### src/rtl/mem_stage_lsu.sv
// EX/MEM pipeline register with a data-memory load/store handshake.
// Handles byte/halfword lanes, load sign/zero extension, misalignment
// suppression and a bounded wait for dmem_ack.
module mem_stage_lsu #(
  parameter int unsigned TIMEOUT = 16
) (
  input  logic        clk,
  input  logic        rst_n,
  input  logic        flush_mem,
  input  logic        valid_ex,
  input  logic [31:0] ALUResult_ex,
  input  logic [31:0] MemWriteData_ex,
  input  logic        MemRead_ex,
  input  logic        MemWrite_ex,
  input  logic [2:0]  funct3_ex,
  input  logic [4:0]  rdAddr_ex,
  input  logic        RegWrite_ex,
  input  logic        MemtoReg_ex,
  output logic        valid_mem,
  output logic [31:0] ALUResult_mem,
  output logic [4:0]  rdAddr_mem,
  output logic        RegWrite_mem,
  output logic        MemtoReg_mem,
  output logic [31:0] MemReadData_mem,
  output logic        misalign_mem,
  output logic        bus_err_mem,
  output logic        stall_mem,
  output logic        dmem_req,
  output logic        dmem_we,
  output logic [31:0] dmem_addr,
  output logic [31:0] dmem_wdata,
  output logic [3:0]  dmem_be,
  input  logic [31:0] dmem_rdata,
  input  logic        dmem_ack
);

  localparam int unsigned CW = ($clog2(TIMEOUT) > 0) ? $clog2(TIMEOUT) : 1;

  typedef enum logic [1:0] {
    IDLE = 2'd0,
    BUSY = 2'd1,
    DONE = 2'd2
  } state_t;

  state_t          state, state_next;
  logic [CW-1:0]   cnt, cnt_next;

  logic [31:0]     wdata_r;
  logic [31:0]     rdata_r;
  logic [2:0]      funct3_r;
  logic            memread_r;
  logic            memwrite_r;
  logic            regwrite_r;

  logic            take_ex;
  logic            memop_ex;
  logic            misalign_ex;
  logic            start_ex;
  logic            timeout_hit;

  // funct3[1:0]: 00 byte, 01 half, anything else word; funct3[2] selects zero-extend
  always_comb begin
    take_ex     = valid_ex && !flush_mem;
    memop_ex    = take_ex && (MemRead_ex || MemWrite_ex);
    misalign_ex = 1'b0;
    if (funct3_ex[1:0] == 2'b01)
      misalign_ex = ALUResult_ex[0];
    else if (funct3_ex[1:0] != 2'b00)
      misalign_ex = (ALUResult_ex[1:0] != 2'b00);
    misalign_ex = misalign_ex && memop_ex;
    start_ex    = memop_ex && !misalign_ex;
  end

  assign stall_mem   = (state == BUSY);
  assign timeout_hit = (cnt == CW'(TIMEOUT - 1));

  // FSM state and timeout counter registers
  always_ff @(posedge clk or negedge rst_n) begin
    if (!rst_n) begin
      state <= IDLE;
      cnt   <= '0;
    end else begin
      state <= state_next;
      cnt   <= cnt_next;
    end
  end

  // Next-state logic: IDLE and DONE both behave as capture edges
  always_comb begin
    state_next = state;
    cnt_next   = '0;
    case (state)
      BUSY: begin
        if (dmem_ack || timeout_hit)
          state_next = DONE;
        else
          cnt_next = cnt + CW'(1);
      end
      default: state_next = start_ex ? BUSY : IDLE;
    endcase
  end

  // Pipeline register: captures EX on non-stalled edges, latches read data in BUSY
  always_ff @(posedge clk or negedge rst_n) begin
    if (!rst_n) begin
      valid_mem     <= 1'b0;
      ALUResult_mem <= '0;
      wdata_r       <= '0;
      rdAddr_mem    <= '0;
      regwrite_r    <= 1'b0;
      MemtoReg_mem  <= 1'b0;
      memread_r     <= 1'b0;
      memwrite_r    <= 1'b0;
      funct3_r      <= '0;
      misalign_mem  <= 1'b0;
      bus_err_mem   <= 1'b0;
      rdata_r       <= '0;
    end else if (!stall_mem) begin
      valid_mem     <= take_ex;
      ALUResult_mem <= ALUResult_ex;
      wdata_r       <= MemWriteData_ex;
      rdAddr_mem    <= rdAddr_ex;
      regwrite_r    <= take_ex && RegWrite_ex;
      MemtoReg_mem  <= MemtoReg_ex;
      memread_r     <= take_ex && MemRead_ex;
      memwrite_r    <= take_ex && MemWrite_ex;
      funct3_r      <= funct3_ex;
      misalign_mem  <= misalign_ex;
      bus_err_mem   <= 1'b0;
      rdata_r       <= '0;
    end else if (dmem_ack) begin
      rdata_r <= dmem_rdata;
    end else if (timeout_hit) begin
      bus_err_mem <= 1'b1;
      rdata_r     <= '0;
    end
  end

  assign RegWrite_mem = regwrite_r && !misalign_mem && !bus_err_mem;

  // Bus drive: lane replication and byte enables from the held address
  always_comb begin
    dmem_req   = stall_mem;
    dmem_we    = memwrite_r;
    dmem_addr  = {ALUResult_mem[31:2], 2'b00};
    dmem_wdata = wdata_r;
    dmem_be    = 4'b1111;
    if (memwrite_r) begin
      case (funct3_r[1:0])
        2'b00: begin
          dmem_wdata = {4{wdata_r[7:0]}};
          dmem_be    = 4'b0001 << ALUResult_mem[1:0];
        end
        2'b01: begin
          dmem_wdata = {2{wdata_r[15:0]}};
          dmem_be    = ALUResult_mem[1] ? 4'b1100 : 4'b0011;
        end
        default: ;
      endcase
    end
  end

  // Load extraction from the latched word; zero outside DONE
  always_comb begin
    logic [7:0]  b;
    logic [15:0] h;
    b = 8'h00;
    case (ALUResult_mem[1:0])
      2'b00:   b = rdata_r[7:0];
      2'b01:   b = rdata_r[15:8];
      2'b10:   b = rdata_r[23:16];
      default: b = rdata_r[31:24];
    endcase
    h = ALUResult_mem[1] ? rdata_r[31:16] : rdata_r[15:0];
    MemReadData_mem = '0;
    if (state == DONE && memread_r) begin
      case (funct3_r[1:0])
        2'b00:   MemReadData_mem = funct3_r[2] ? {24'h0, b} : {{24{b[7]}}, b};
        2'b01:   MemReadData_mem = funct3_r[2] ? {16'h0, h} : {{16{h[15]}}, h};
        default: MemReadData_mem = rdata_r;
      endcase
    end
  end

endmodule

### config.mk
export PLATFORM = sky130hd
export DESIGN_NAME = mem_stage_lsu
export DESIGN_NICKNAME = d
export VERILOG_FILES = /design/src/rtl/mem_stage_lsu.sv
export SDC_FILE = /design/constraint.sdc
export NUM_CORES = 1
export LEC_CHECK = 0
export BUFFER_PORTS_ARGS = -buffer_cell sky130_fd_sc_hd__buf_2
export CAP_MARGIN = 10
export CORE_MARGIN = 8
export CORE_UTILIZATION = 30
export DETAILED_ROUTE_END_ITERATION = 8
export PLACE_DENSITY = 0.55
export SYNTH_ARGS = -nofsm -noshare
export SYNTH_HDL_FRONTEND = slang
export SYNTH_SLANG_ARGS = --single-unit
### constraint.sdc
create_clock -name clk -period 1.6 [get_ports clk]
set_input_delay 0.16 -clock clk [delete_from_list [all_inputs] [get_ports clk]]
set_output_delay 0.16 -clock clk [all_outputs]
set_load 0.02 [all_outputs]
==> results.rst <==
.. list-table::
   :header-rows: 1

   * - Metric
     - Value
   * - Number of standard-cell rows in the floorplan
     - 50
   * - Initial antenna violation count
     - 2
   * - Failing checks
     - setup timing
   * - First-pass GRT wire length
     - ~34 mm
   * - Buffer and inverter count on the worst path
     - 1
   * - Vertical extent of the die
     - approximately 150 um
   * - Power density over the cells
     - ~1000 mW/mm2
   * - Floorplan core area
     - 0.0186 mm2
   * - Number of port buffers
     - 255
   * - Hold path endpoint
     - dmem_we
   * - Launching element type of the critical path
     - register
   * - Seq/Total Area, Yosys
     - a little over 50%
   * - TritonCTS buffer count
     - 17
   * - Final estimated routing congestion in global placement
     - between 0.7 and 0.8
   * - Leftover overflow at the end of global routing
     - 0
   * - Mean routed wirelength per cell
     - 16.6 um
   * - Worst hold stages
     - 2
   * - Number of hold violations in the final report
     - 0
   * - Number of levels the H-tree was split into
     - 4
   * - Clock Pin Slew Worst Setup and Hold Paths
     - ~0.050 ns
   * - Area growth from synthesis to layout
     - 73.4%
   * - Final Util
     - roughly 53%
   * - Max Clk Rate
     - approximately 490 MHz
   * - Initial core utilization
     - a little under a third
   * - Number of cells after detailed placement
     - roughly 1,100
   * - Number of endpoints failing setup at the final stage
     - 60
   * - Worst IR drop on VDD
     - approximately 0.74 mV
   * - Leakage power of the design
     - between 0.005 and 0.006 uW
   * - Number of flops mapped to enable cells by yosys
     - 0
   * - Vias in the first global route
     - between 6,000 and 7,000
   * - Number of nets with antenna violations after detailed routing
     - 0
   * - RR Startpoint
     - state[0]
   * - Die X
     - between 150 and 200 um
   * - Flops & latches, synth
     - between 100 and 150
   * - Pins Over Slew Limit
     - 0
   * - Total DRC errors in the routed layout
     - 0
   * - Delay of the slowest critical-path stage
     - 0.45 ns
   * - GRT Util Overall
     - between 10% and 20%
   * - Top Ports
     - ~260
   * - Library cell occupying the most area in the post-synthesis netlist
     - dfrtp_1
   * - Top Metal Used
     - met4
   * - Largest net degree at the start of global routing
     - between 50 and 60
   * - TritonCTS clock tree
     - done
   * - Final standard cell area without fillers
     - ~0.0099 mm2
   * - Post-synthesis instance total
     - roughly 670
   * - Result of the run
     - finished with violations
   * - Number of warnings reported in the yosys synthesis log
     - 0
   * - DR WL met3
     - approximately 1.1 mm
   * - Clock tree buffer depth
     - 2
   * - Distinct cell type count after synthesis
     - 42
   * - DR pass1 iterations
     - 4
   * - Reported max-cap violation count
     - 0
   * - Met2 wirelength from detailed routing
     - 10.6 mm
   * - Number of DRC violations after detailed-routing iteration 0
     - ~230
   * - Worst Setup Slack, final
     - -0.443 ns
   * - Kind of capture point of the worst setup path
     - primary output
   * - Crit path max-delay family
     - compound AO/OA/AOI/OAI gates
   * - Final worst path period share
     - 128%
   * - Share of async-settable or async-resettable flops after synthesis
     - 100%
   * - Routed wire length
     - roughly 21 mm
   * - Type of the most critical hold path
     - primary input to register
   * - Worst slack at placement
     - -0.122 ns
   * - Master of the slowest instance on the critical path
     - dfrtp_2
   * - Non-filler cells, final
     - roughly 1,300
   * - Main synth FF type
     - dfrtp_1
   * - End of the worst register-to-register path
     - rdata_r[30]
   * - Post-Route Skew
     - about 0.0077 ns
   * - Critical path type
     - register to primary output
   * - Net count reported at finish
     - around 1,200
   * - Layout cell share with drive strength beyond 1
     - 41.3%
   * - Overall die area
     - approximately 0.024 mm2
   * - Hold wc startpoint
     - MemWrite_ex
   * - Minimum period implied by the final worst setup slack
     - ~2 ns
   * - Clock root buffer master
     - clkbuf_16
   * - Arrival @ worst endpoint
     - 1.88 ns
   * - Commonest cells in the synthesized netlist
     - 312 x nand2_1, 117 x dfrtp_1, 43 x buf_4
   * - Latest clock arrival within the worst-skew pair
     - about 0.4 ns
   * - Register-to-register path setup slack
     - 0.07 ns
   * - Standard cell area after detailed placement
     - approximately 0.0074 mm2
   * - Setup repair after global routing missed its margin
     - yes
   * - Metal-1 WL
     - between 9 and 10 mm
   * - Total number of vias
     - between 5,000 and 6,000
   * - Fraction of post-synthesis cell area in the top cell type by area
     - 51.4%
   * - Placed wire-length estimate
     - roughly 14 mm
   * - Vias per cell
     - about 4.5
   * - Worst-path cell chain
     - mux2i_4 > o22ai_4 > a21oi_4 > a221oi_2 > buf_4
   * - Cell area after synthesis
     - approximately 0.0057 mm2
   * - Area contributors post-synth
     - dfrtp_1 51%, nand2_1 21%, buf_4 5.7%
   * - Tot Pwr
     - just over 10,000 uW
   * - Post-synthesis area per instance
     - between 8 and 9 um2
   * - Worst Reg2Reg Path Length in Cells
     - 7
   * - CTS sink cnt
     - about 120
   * - Required time of the critical path
     - roughly 1.4 ns
   * - Maximum fanout encountered on the critical timing path
     - 7
   * - Number of fill cells
     - about 1,700
   * - Most common cell in the synthesized netlist
     - nand2_1
[cells in the final DEF (no fill, tap or decap), drive strengths merged, types with 2 or more instances in the layout]
master,n
a22o,27
clkbuf,24
diode,2
inv,12
buf,320
a22oi,7
nor3b,3
a21o,2
bufinv,4
a21oi,12
clkinv,3
nand3,2
dfrtp,117
a221oi,7
dlygate4sd3,109
nand2,312
conb,2
o21ai,33
nor2,11
nand2b,4
and2,2
nor3,4
nor2b,2
mux2,8
mux2i,11
[worst register-to-register path: stages, from the launching register on]
cell,delay [ns]
dfrtp_1,0.39
buf_4,0.15
nand2b_4,0.11
buf_8,0.15
buf_4,0.16
nor3_4,0.06
buf_12,0.16
a22o_1,0.25
[power by group]
part	internal (uW)	switching, uW	total (uW)
logic	1120	1360	2470
clock network	2850	1330	4180
registers	3220	233	3460
total	7190	2930	10100
[through the flow]
| stage | hold WS [ns] | TNS [ns] |
|---|---|---|
| 6_report | 0.0231 | -19.08 |
| 3_3_place_gp | 0.0912 | -0.684 |
| 4_1_cts | 0.0131 | -20.64 |
| 3_5_place_dp | 0.0847 | -1.18 |
| 2_1_floorplan | -0.136 | -0.407 |
| 5_1_grt | 0.0202 | -24.94 |
[layout make-up]
cell class,instances,area (um2),share of cell area [%]
timing repair buffer,430,3320,33.7
sequential,117,2930,29.7
multi-input combinational,461,2620,26.5
clock buffer,24,512,5.18
tap,234,293,2.97
clock inverter,8,143,1.44
inverter,12,50.0,0.507
antenna,2,5.00,0.0507
[per-layer routing]
metal,up-vias,track usage (%)
met5,-,0
met1,2732,22.2
li1,2869,-
met4,0,6.44
met2,181,29.7
met3,25,5.10
[what timing repair did]
item                                   4_1_cts  5_1_grt
hold buffers                               109        0
pin swaps                                    9       33
resized for setup                          123       70
gates cloned                                 2        0
endpoints found under the hold margin      158        0
buffers inserted                            17        4
setup endpoints to repair                   62       95
[worst max-delay path by stage]
stage	from	to	slack [ns]	cells after the start
final	ALUResult_mem[0]	MemReadData_mem[13]	-0.44	5
after global routing	ALUResult_mem[0]	MemReadData_mem[22]	-0.57	6
after CTS	ALUResult_mem[0]	MemReadData_mem[12]	-0.48	5
after detailed placement	ALUResult_mem[1]	MemReadData_mem[6]	-0.12	6
after global placement	ALUResult_mem[1]	MemReadData_mem[6]	-0.12	6
after floorplan	funct3_r[1]	MemReadData_mem[7]	-0.05	3
[cells by family (layout without fill, tap and decap cells)]
kind of cell / after synthesis / after routing / share of synthesized area (%)
buffers and inverters: 91 / 474 / 9.14
AO/OA/AOI/OAI: 92 / 92 / 11.2
other: 1 / 4 / 0.0659
adder cells (fa/ha/maj): 1 / 1 / 0.220
multiplexers: 19 / 19 / 3.52
AND/OR/NAND/NOR: 345 / 345 / 24.1
flip-flops: 117 / 117 / 51.4
XOR/XNOR: 2 / 2 / 0.308
[flip-flops by register name (all words and copies together) (netlist names)]
name	cells
wdata_r	32
bus_err_mem	1
misalign_mem	1
MemtoReg_mem	1
funct3_r	3
ALUResult_mem	32
regwrite_r	1
state	2
rdata_r	32
valid_mem	1
memread_r	1
cnt	4
dmem_we	1
rdAddr_mem	5
(Power assumes the default switching activity.)
